## src/rtl/arb_pkg.sv

```systemverilog
// Shared types and helpers for the round-robin hold arbiter.
package arb_pkg;

  // Widest requester vector any instance may use.
  localparam int unsigned MaxN = 16;

  typedef enum logic [1:0] {
    StIdle    = 2'b00,
    StGrant   = 2'b01,
    StRelease = 2'b10
  } arb_state_e;

  // One-hot vector with bit idx set; all zero when idx is outside 0..n-1.
  function automatic logic [MaxN-1:0] onehot(input int unsigned idx, input int unsigned n);
    logic [MaxN-1:0] r;
    r = MaxN'(1) << idx;
    if (idx >= n) r = '0;
    return r;
  endfunction

endpackage

```

## src/rtl/rr_hold_arbiter_if.sv

```systemverilog
// Requester-side bus of the round-robin hold arbiter.
interface rr_hold_arbiter_if #(
  parameter int unsigned N = 4
) ();
  localparam int unsigned IDW = $clog2(N);

  logic [N-1:0]   req;
  logic [N-1:0]   grant;
  logic           grant_valid;
  logic [IDW-1:0] grant_id;
  logic           preempt;

  modport master (
    output req,
    input  grant,
    input  grant_valid,
    input  grant_id,
    input  preempt
  );

  modport slave (
    input  req,
    output grant,
    output grant_valid,
    output grant_id,
    output preempt
  );
endinterface

```

## src/rtl/rr_pick.sv

```systemverilog
// Combinational round-robin pick: first requester at or after ptr, wrapping mod N.
module rr_pick #(
  parameter int unsigned N   = 4,
  parameter int unsigned IDW = $clog2(N)
) (
  input  logic [N-1:0]   req,
  input  logic [IDW-1:0] ptr,
  output logic           any,
  output logic [IDW-1:0] idx
);

  logic [2*N-1:0] dbl;
  logic [N-1:0]   rot;
  logic [IDW-1:0] off;
  logic [IDW:0]   sum;

  // Rotate so ptr lands at bit 0, take the lowest set bit, then rotate the index back.
  always_comb begin
    any = |req;
    dbl = {req, req};
    rot = dbl[ptr +: N];
    off = '0;
    for (int i = int'(N) - 1; i >= 0; i--) begin
      if (rot[i]) off = IDW'(i);
    end
    sum = {1'b0, ptr} + {1'b0, off};
    if (sum >= (IDW + 1)'(N)) sum = sum - (IDW + 1)'(N);
    idx = sum[IDW-1:0];
  end

endmodule

```

## src/rtl/rr_hold_arbiter.sv

```systemverilog
// Round-robin arbiter with a hold-time limit and a one-cycle turnaround between owners.
module rr_hold_arbiter
  import arb_pkg::*;
#(
  parameter int unsigned N        = 4,
  parameter int unsigned MAX_HOLD = 8
) (
  input logic         Clock,
  input logic         Resetn,
  rr_hold_arbiter_if.slave bus
);

  localparam int unsigned IDW = $clog2(N);
  localparam int unsigned HCW = $clog2(MAX_HOLD);
  localparam logic [HCW-1:0] HoldMax = HCW'(MAX_HOLD - 1);

  arb_state_e     state_q, state_d;
  logic [N-1:0]   grant_q, grant_d;
  logic           grant_valid_q, grant_valid_d;
  logic [IDW-1:0] grant_id_q, grant_id_d;
  logic           preempt_q, preempt_d;
  logic [IDW-1:0] ptr_q, ptr_d;
  logic [HCW-1:0] hold_q, hold_d;

  logic            pick_any;
  logic [IDW-1:0]  pick_idx;
  logic [MaxN-1:0] pick_oh_full;
  logic [N-1:0]    pick_oh;
  logic            owner_req;
  logic            others_req;
  logic [IDW-1:0]  ptr_next;

  rr_pick #(
    .N   (N),
    .IDW (IDW)
  ) u_pick (
    .req (bus.req),
    .ptr (ptr_q),
    .any (pick_any),
    .idx (pick_idx)
  );

  assign pick_oh_full = onehot(32'(pick_idx), N);
  assign pick_oh      = pick_oh_full[N-1:0];
  // grant_q is the owner's one-hot while in StGrant.
  assign owner_req    = |(bus.req & grant_q);
  assign others_req   = |(bus.req & ~grant_q);
  assign ptr_next     = (grant_id_q == IDW'(N - 1)) ? '0 : grant_id_q + 1'b1;

  // Next-state, grant and bookkeeping decisions.
  always_comb begin
    state_d    = state_q;
    grant_d    = grant_q;
    grant_id_d = grant_id_q;
    ptr_d      = ptr_q;
    hold_d     = hold_q;
    preempt_d  = 1'b0;

    unique case (state_q)
      StIdle, StRelease: begin
        if (pick_any) begin
          state_d    = StGrant;
          grant_d    = pick_oh;
          grant_id_d = pick_idx;
          hold_d     = '0;
        end else begin
          state_d = StIdle;
          grant_d = '0;
        end
      end
      StGrant: begin
        if (!owner_req) begin
          state_d = StRelease;
          grant_d = '0;
          ptr_d   = ptr_next;
        end else if (hold_q == HoldMax && others_req) begin
          state_d   = StRelease;
          grant_d   = '0;
          ptr_d     = ptr_next;
          preempt_d = 1'b1;
        end else if (hold_q != HoldMax) begin
          hold_d = hold_q + 1'b1;
        end
      end
      default: begin
        state_d = StIdle;
        grant_d = '0;
      end
    endcase

    grant_valid_d = |grant_d;
  end

  // State and registered outputs; reset is asynchronous so it clears mid-grant.
  always_ff @(posedge Clock or negedge Resetn) begin
    if (!Resetn) begin
      state_q       <= StIdle;
      grant_q       <= '0;
      grant_valid_q <= 1'b0;
      grant_id_q    <= '0;
      preempt_q     <= 1'b0;
      ptr_q         <= '0;
      hold_q        <= '0;
    end else begin
      state_q       <= state_d;
      grant_q       <= grant_d;
      grant_valid_q <= grant_valid_d;
      grant_id_q    <= grant_id_d;
      preempt_q     <= preempt_d;
      ptr_q         <= ptr_d;
      hold_q        <= hold_d;
    end
  end

  assign bus.grant       = grant_q;
  assign bus.grant_valid = grant_valid_q;
  assign bus.grant_id    = grant_id_q;
  assign bus.preempt     = preempt_q;

endmodule

```

## src/flat_wrapper.sv

```systemverilog
// flat-port wrapper written by rule: the top's interface ports become plain ports
module rr_hold_arbiter_flat import arb_pkg::*;
#(
  parameter int unsigned N        = 4,
  parameter int unsigned MAX_HOLD = 8
)
  (Clock, Resetn, bus_req, bus_grant, bus_grant_valid, bus_grant_id, bus_preempt);
  rr_hold_arbiter_if #(.N(N)) bus_i ();
  input logic Clock;
  input logic Resetn;
  input wire logic [$bits(bus_i.req)-1:0] bus_req;
  output wire logic [$bits(bus_i.grant)-1:0] bus_grant;
  output wire logic [$bits(bus_i.grant_valid)-1:0] bus_grant_valid;
  output wire logic [$bits(bus_i.grant_id)-1:0] bus_grant_id;
  output wire logic [$bits(bus_i.preempt)-1:0] bus_preempt;
  assign bus_i.req = bus_req;
  assign bus_grant = bus_i.grant;
  assign bus_grant_valid = bus_i.grant_valid;
  assign bus_grant_id = bus_i.grant_id;
  assign bus_preempt = bus_i.preempt;
  rr_hold_arbiter #(.N(N), .MAX_HOLD(MAX_HOLD)) u_core (.Clock(Clock), .Resetn(Resetn), .bus(bus_i));
endmodule
```

## config.mk

```make
export PLATFORM = sky130hd
export DESIGN_NAME = rr_hold_arbiter_flat
export DESIGN_NICKNAME = d
export VERILOG_FILES = /design/src/rtl/arb_pkg.sv /design/src/rtl/rr_hold_arbiter_if.sv /design/src/rtl/rr_pick.sv /design/src/rtl/rr_hold_arbiter.sv /design/src/flat_wrapper.sv
export SDC_FILE = /design/constraint.sdc
export NUM_CORES = 1
export LEC_CHECK = 0
export ABC_AREA = 1
export CORE_MARGIN = 4
export CORE_UTILIZATION = 45
export DETAILED_ROUTE_END_ITERATION = 12
export DONT_BUFFER_PORTS = 1
export SLEW_MARGIN = 20
export SYNTH_ARGS = -nofsm -noshare
export SYNTH_HDL_FRONTEND = slang
export SYNTH_SLANG_ARGS = --single-unit
```

## constraint.sdc

```tcl
create_clock -name Clock -period 3.1 [get_ports Clock]
set_input_delay 0.62 -clock Clock [delete_from_list [all_inputs] [get_ports Clock]]
set_output_delay 0.62 -clock Clock [all_outputs]
set_load 0.02 [all_outputs]
```

# Yosys cells after proc, flatten, opt, wreduce, memory -nomap -nowiden
# Index checks and enable logic that the tools add are counted.
# W data, S select, Z words.
# op_classes
n_addsub	4
multipliers	0
div_mod_pow	0
n_lt_le_gt_ge	1
n_eq_ne	11
shift	2
mux	24
bitwise_logic	3
reduce_logical	11
# op_table
op	count
$mux W2	10
$reduce_or A4 Y1	4
$mux W3	4
$mux W4	3
$and A4 B4 Y4	2
$pmux W4 S2	1
$shiftx A8 B3 Y4	1
$ne A2 B1 Y1 const B	3
$ne A3 B3 Y1 const B	2
$pmux W3 S2	1
$reduce_and A5 Y1	1
$eq A2 B2 Y1 const B	2
$mux W1	4
$ne A2 B2 Y1 const B	2
$not A4 Y4	1
$pmux W2 S2	1
$reduce_and A2 Y1	2
$shl A1 B2 Y4 const A	1
$add A2 B2 Y3	1
$add A3 B1 Y3 const B	1
$eq A3 B3 Y1 const B	1
$ge A3 B3 Y1 const B	1
$add A2 B1 Y2 const B	1
$eq A2 B1 Y1 const B	1
other kinds (5)	5
# totals
ff_bits	15
latch_bits	0
mem_bits_rw	0
mem_bits_ro	0
elab_cells	63
mem_count	0

# Longest topological paths before layout
# logic_depth
word_depth	12
depth_mapped	14
depth_no_buf	14

# By module
# Synthesis repeated with hierarchy kept, for this count alone.
# unflattened
cells_unflattened	123
hier_area_um2	952.2
# modules_own_cells
mod	instances	cells_per_inst	area_each_um2	seq_area_each_um2
rr_hold_arbiter	1	88	784.5	375.4
rr_pick	1	35	167.7	0.0

# Worst setup path before layout
# No wires, ideal clock.
# synth_path
path_kind	input port to flip-flop
startpoint	in bus_req[1]
endpoint	reg u_core.grant_q[3], in the netlist u_core.bus.grant[3]
setup_time_ps	126
t_arrival_ps	1691
required_ps	2974
path_slack_ps	1283
path_stages	12
path_buffers	0
cell_sequence	nand2_1 nand3_1 nand2_1 nand3_1 a21boi_0 ha_1 xor2_1 inv_1 nand3_1 nand2_2 nand2_1 o21ai_0
# synth_via
elab_chain_len	11
# synth_lines
item	line	source
start, declared	flat_wrapper.sv:11	input wire logic [$bits(bus_i.req)-1:0] bus_req;
$shiftx A8 B3 Y4	rr_pick.sv:21	rot = dbl[ptr +: N];
$mux W2 (4 in a row)	rr_pick.sv:24	if (rot[i]) off = IDW'(i);
$add A2 B2 Y3	rr_pick.sv:26	sum = {1'b0, ptr} + {1'b0, off};
$ge A3 B3 Y1 / $sub A2 B1 Y2 (equally long branches)	rr_pick.sv:27	if (sum >= (IDW + 1)'(N)) sum = sum - (IDW + 1)'(N);
$mux W2	rr_pick.sv:27	
$shl A1 B2 Y4	arb_pkg.sv:16	r = MaxN'(1) << idx;
$mux W4	rr_hold_arbiter.sv:61	if (pick_any) begin
$pmux W4 S2 *	rr_hold_arbiter.sv:59	unique case (state_q)
via u_core.grant_d[3]	rr_hold_arbiter.sv:18	logic [N-1:0] grant_q, grant_d;
end signal, assigned	rr_hold_arbiter.sv:106	grant_q <= grant_d;
end, declared	rr_hold_arbiter.sv:18	
# Mark *: on every way through the listed nets, which the timed path passes. The rest lies on a longest branch.
# A chain may end at the register's enable or synchronous reset.

# Worst setup path in the final report
# layout_path
startpoint	reg u_core.ptr_q[0]
endpoint	reg u_core.grant_q[3], in the netlist u_core.bus.grant[3]
# layout_via
elab_chain_len	11
# layout_lines
item	line	source
start, declared	rr_hold_arbiter.sv:22	logic [IDW-1:0] ptr_q, ptr_d;
start signal, assigned	rr_hold_arbiter.sv:110	ptr_q <= ptr_d;
$shiftx A8 B3 Y4	rr_pick.sv:21	
$mux W2 (4 in a row)	rr_pick.sv:24	
$add A2 B2 Y3 *	rr_pick.sv:26	
$ge A3 B3 Y1 / $sub A2 B1 Y2 (equally long branches)	rr_pick.sv:27	
$mux W2 *	rr_pick.sv:27	
$shl A1 B2 Y4 *	arb_pkg.sv:16	
$mux W4 *	rr_hold_arbiter.sv:61	
$pmux W4 S2 *	rr_hold_arbiter.sv:59	
via u_core.grant_d[3]	rr_hold_arbiter.sv:18	
# Marked as above.

==> summary.txt <==
Run status
  – Status: complete, no violations

Placement
  – Routability congestion estimate: 0.8670
  – Dpl hpwl: 1.404 mm
  – Placed Instances: 146
  – PortBufs: 0

Clocking
  – TritonCTS Buffers: 3
  – Post_cts resized: 0
  – CTS tree: yes
  – Worst-Skew Late Latency: 0.28 ns
  – Htree depth: 1
  – CTS sink cnt: 15
  – Longest Clk Path Bufs: 2
  – Post-CTS Setup Repair Bufs: 0
  – Root Buffer: clkbuf_4
  – Worst-path clk slew: 0.08 ns

STA
  – Fin. Hold Viols: 0
  – Clock Skew: 0.004289 ns
  – Sum Neg Setup Slack: 0 ns
  – Fmax: approximately 0.53 GHz
  – Max-slew violations: 0
  – Final Cycle Share: 0.6030
  – Slew HR: 0.7527
  – RSZ-0062 raised after global routing: false
  – # setup viols final: 0
  – Period minus WS final: 1.869 ns
  – Worst-margin pin slew: 0.3697 ns

Detailed routing
  – Final wirelength: between 1.5 and 2 mm
  – Total iterations of the first detailed-routing run: 4
  – DR iter-0 viols: 23
  – DRC viols: 0
  – Final antenna-violating net count: 0
  – Vias/cell: 5.053
  – Vias post-DR: 763
  – Wire per inst: 11.38 microns

Synthesis
  – Synthesis-stage register bit count: 15
  – Distinct cells, synth: 16
  – Synth warnings: 0
  – Synth top area share: 0.4329
  – Mapped Area: 867.1 sq um
  – Synth Instances: 121
  – Synth area leaders: dfrtp_1 43%, nand2_1 19%, nand3_1 7.5%
  – Mapped Avg Cell Area: 7.166 sq um
  – Synthesized net count: 131
  – Seq/Total Area, Yosys: 0.4329
  – Area leader, netlist: dfrtp_1

Floorplan
  – Die Span X: 51.90 microns
  – Row count: 15
  – Die area: 2693 sq um
  – Starting Density: 0.4863
  – Die Ht: 51.90 microns
  – Core area: 1783 sq um
  – Num ports: 14

Critical path
  – Crit path capture type: flop
  – Startpoint class of the critical path: flop
  – Max FO, Critical Path: 6
  – Register-to-Register Setup Slack: about 1.2 ns
  – Critical Path RT: 3.26 ns
  – CP Class: flop to flop
  – Critical Path AT: just over 2 ns

Worst hold path
  – Hold Path Class: input pin to async pin

Cells and area
  – Filler Cells Inserted: about 180
  – Most frequent cells in the layout: 45 x nand2_1, 16 x inv_1, 15 x dfrtp_1
  – Final Net Count: 137
  – Share of cells above drive strength 1: 0.06349
  – ANT cells: 0
  – P&R area growth vs syn: 7.792%
  – Final core utilization: 0.5242
  – Commonest non-fill, non-tap cell in the layout: nand2_1
  – Post-Layout Cell Count: 151

GRT
  – Global-route wire length before repair: 3.084 mm
  – Initial antenna violation count: 0
  – Total GRT Usage: 0.1554
  – Grt ovf: 0
  – Vias in the first global route: just over 700
  – Largest net degree at the start of global routing: 16

Power
  – Leak Pwr: around 0.53 nW
  – Maximum vdd drop: 0.4629 mV
  – Power Density: 970.0 nW/um^2

Run
  – Max Cap Violations: 0
repair_timing:
action | CTS | global route
setup endpoints to repair | 0 | 0
hold endpoints to repair | 0 | 8
hold buffers | 0 | 1
metrics by stage:
step / power, mW / setup WS (ns) / instance area (sq um) / hold slack (ns)
floorplan: 0.7060 / 1.283 / 867.1 / 0.3244
global placement: 0.7904 / 1.210 / 898.4 / 0.3247
detailed placement: 0.8017 / 1.155 / 898.4 / 0.3248
CTS: 0.9111 / 1.225 / 924.6 / 0.01617
global route: 1.008 / 1.021 / 934.6 / 0.01368
finish: 0.9066 / 1.231 / 934.6 / 0.03173
path summary, 6_finish.rpt:
path | depth (start not counted) | to | from
max reg2reg | 13 | u_core.bus.grant[3] | u_core.ptr_q[0]
min | 0 | u_core.bus.grant[0] | Resetn
min reg2reg | 2 | u_core.hold_q[1] | u_core.hold_q[1]
max in group asynchronous | 1 | u_core.hold_q[1] | Resetn
min in group Clock | 2 | u_core.hold_q[1] | u_core.hold_q[1]
max | 13 | u_core.bus.grant[3] | u_core.ptr_q[0]
report_power, final:
group	switching, mW	internal (mW)
Clock	0.0550	0.0499
Sequential	0.0971	0.260
Combinational	0.294	0.150
Total	0.446	0.461
logic make-up (layout without fill, tap and decap cells):
family | Yosys count | count (layout) | share of synthesized area
buf+inv | 19 | 24 | 0.08225
compound gates | 9 | 9 | 0.06638
flops | 15 | 15 | 0.4329
fa+ha+maj | 4 | 4 | 0.05772
simple gates | 73 | 73 | 0.3506
xor+xnor | 1 | 1 | 0.01010
routing by layer:
| metal | part of all wire | up-vias | track usage |
|---|---|---|---|
| li1 | - | 400 | - |
| met1 | 0.45 | 342 | 0.1709 |
| met2 | 0.46 | 19 | 0.2552 |
| met3 | 0.081 | 2 | 0.08596 |
| met4 | 0.0035 | 0 | 0.04367 |
| met5 | 0 | - | 0 |
state kept, by name, indices dropped and copies added, names as in the netlist:
signal / flops
u_core.hold_q: 3
u_core.bus.grant_valid: 1
u_core.bus.grant_id: 2
u_core.ptr_q: 2
u_core.bus.grant: 4
u_core.state_q: 2
u_core.bus.preempt: 1
Yosys cell counts, drive strengths merged:
library cell  number
a21boi             1
a22o               1
dfrtp             15
ha                 4
inv               19
nand2             46
nand3             13
nand4              4
nor2               9
nor3               1
o21ai              5
o22ai              2
xor2               1
critical path, cell delays in order, from the launching register on:
cell and delay, ns:
dfrtp_1 0.45, inv_2 0.09, nand2_1 0.08, nand3_1 0.07, nand2_1 0.09, nand3_1 0.06, a21boi_0 0.16, ha_1 0.18
xor2_1 0.19, inv_1 0.06, nand3_1 0.09, nand2_2 0.08, nand2_1 0.06, o21ai_0 0.08
final cells by class:
cell class	count	area, sq um	area share
multi-input combinational	87	420.4	0.4498
sequential	15	375.4	0.4016
inverter	19	71.32	0.07631
tap	25	31.28	0.03347
clock buffer	4	26.28	0.02811
timing repair buffer	1	10.01	0.01071
Power figures use the tool's default switching activity.
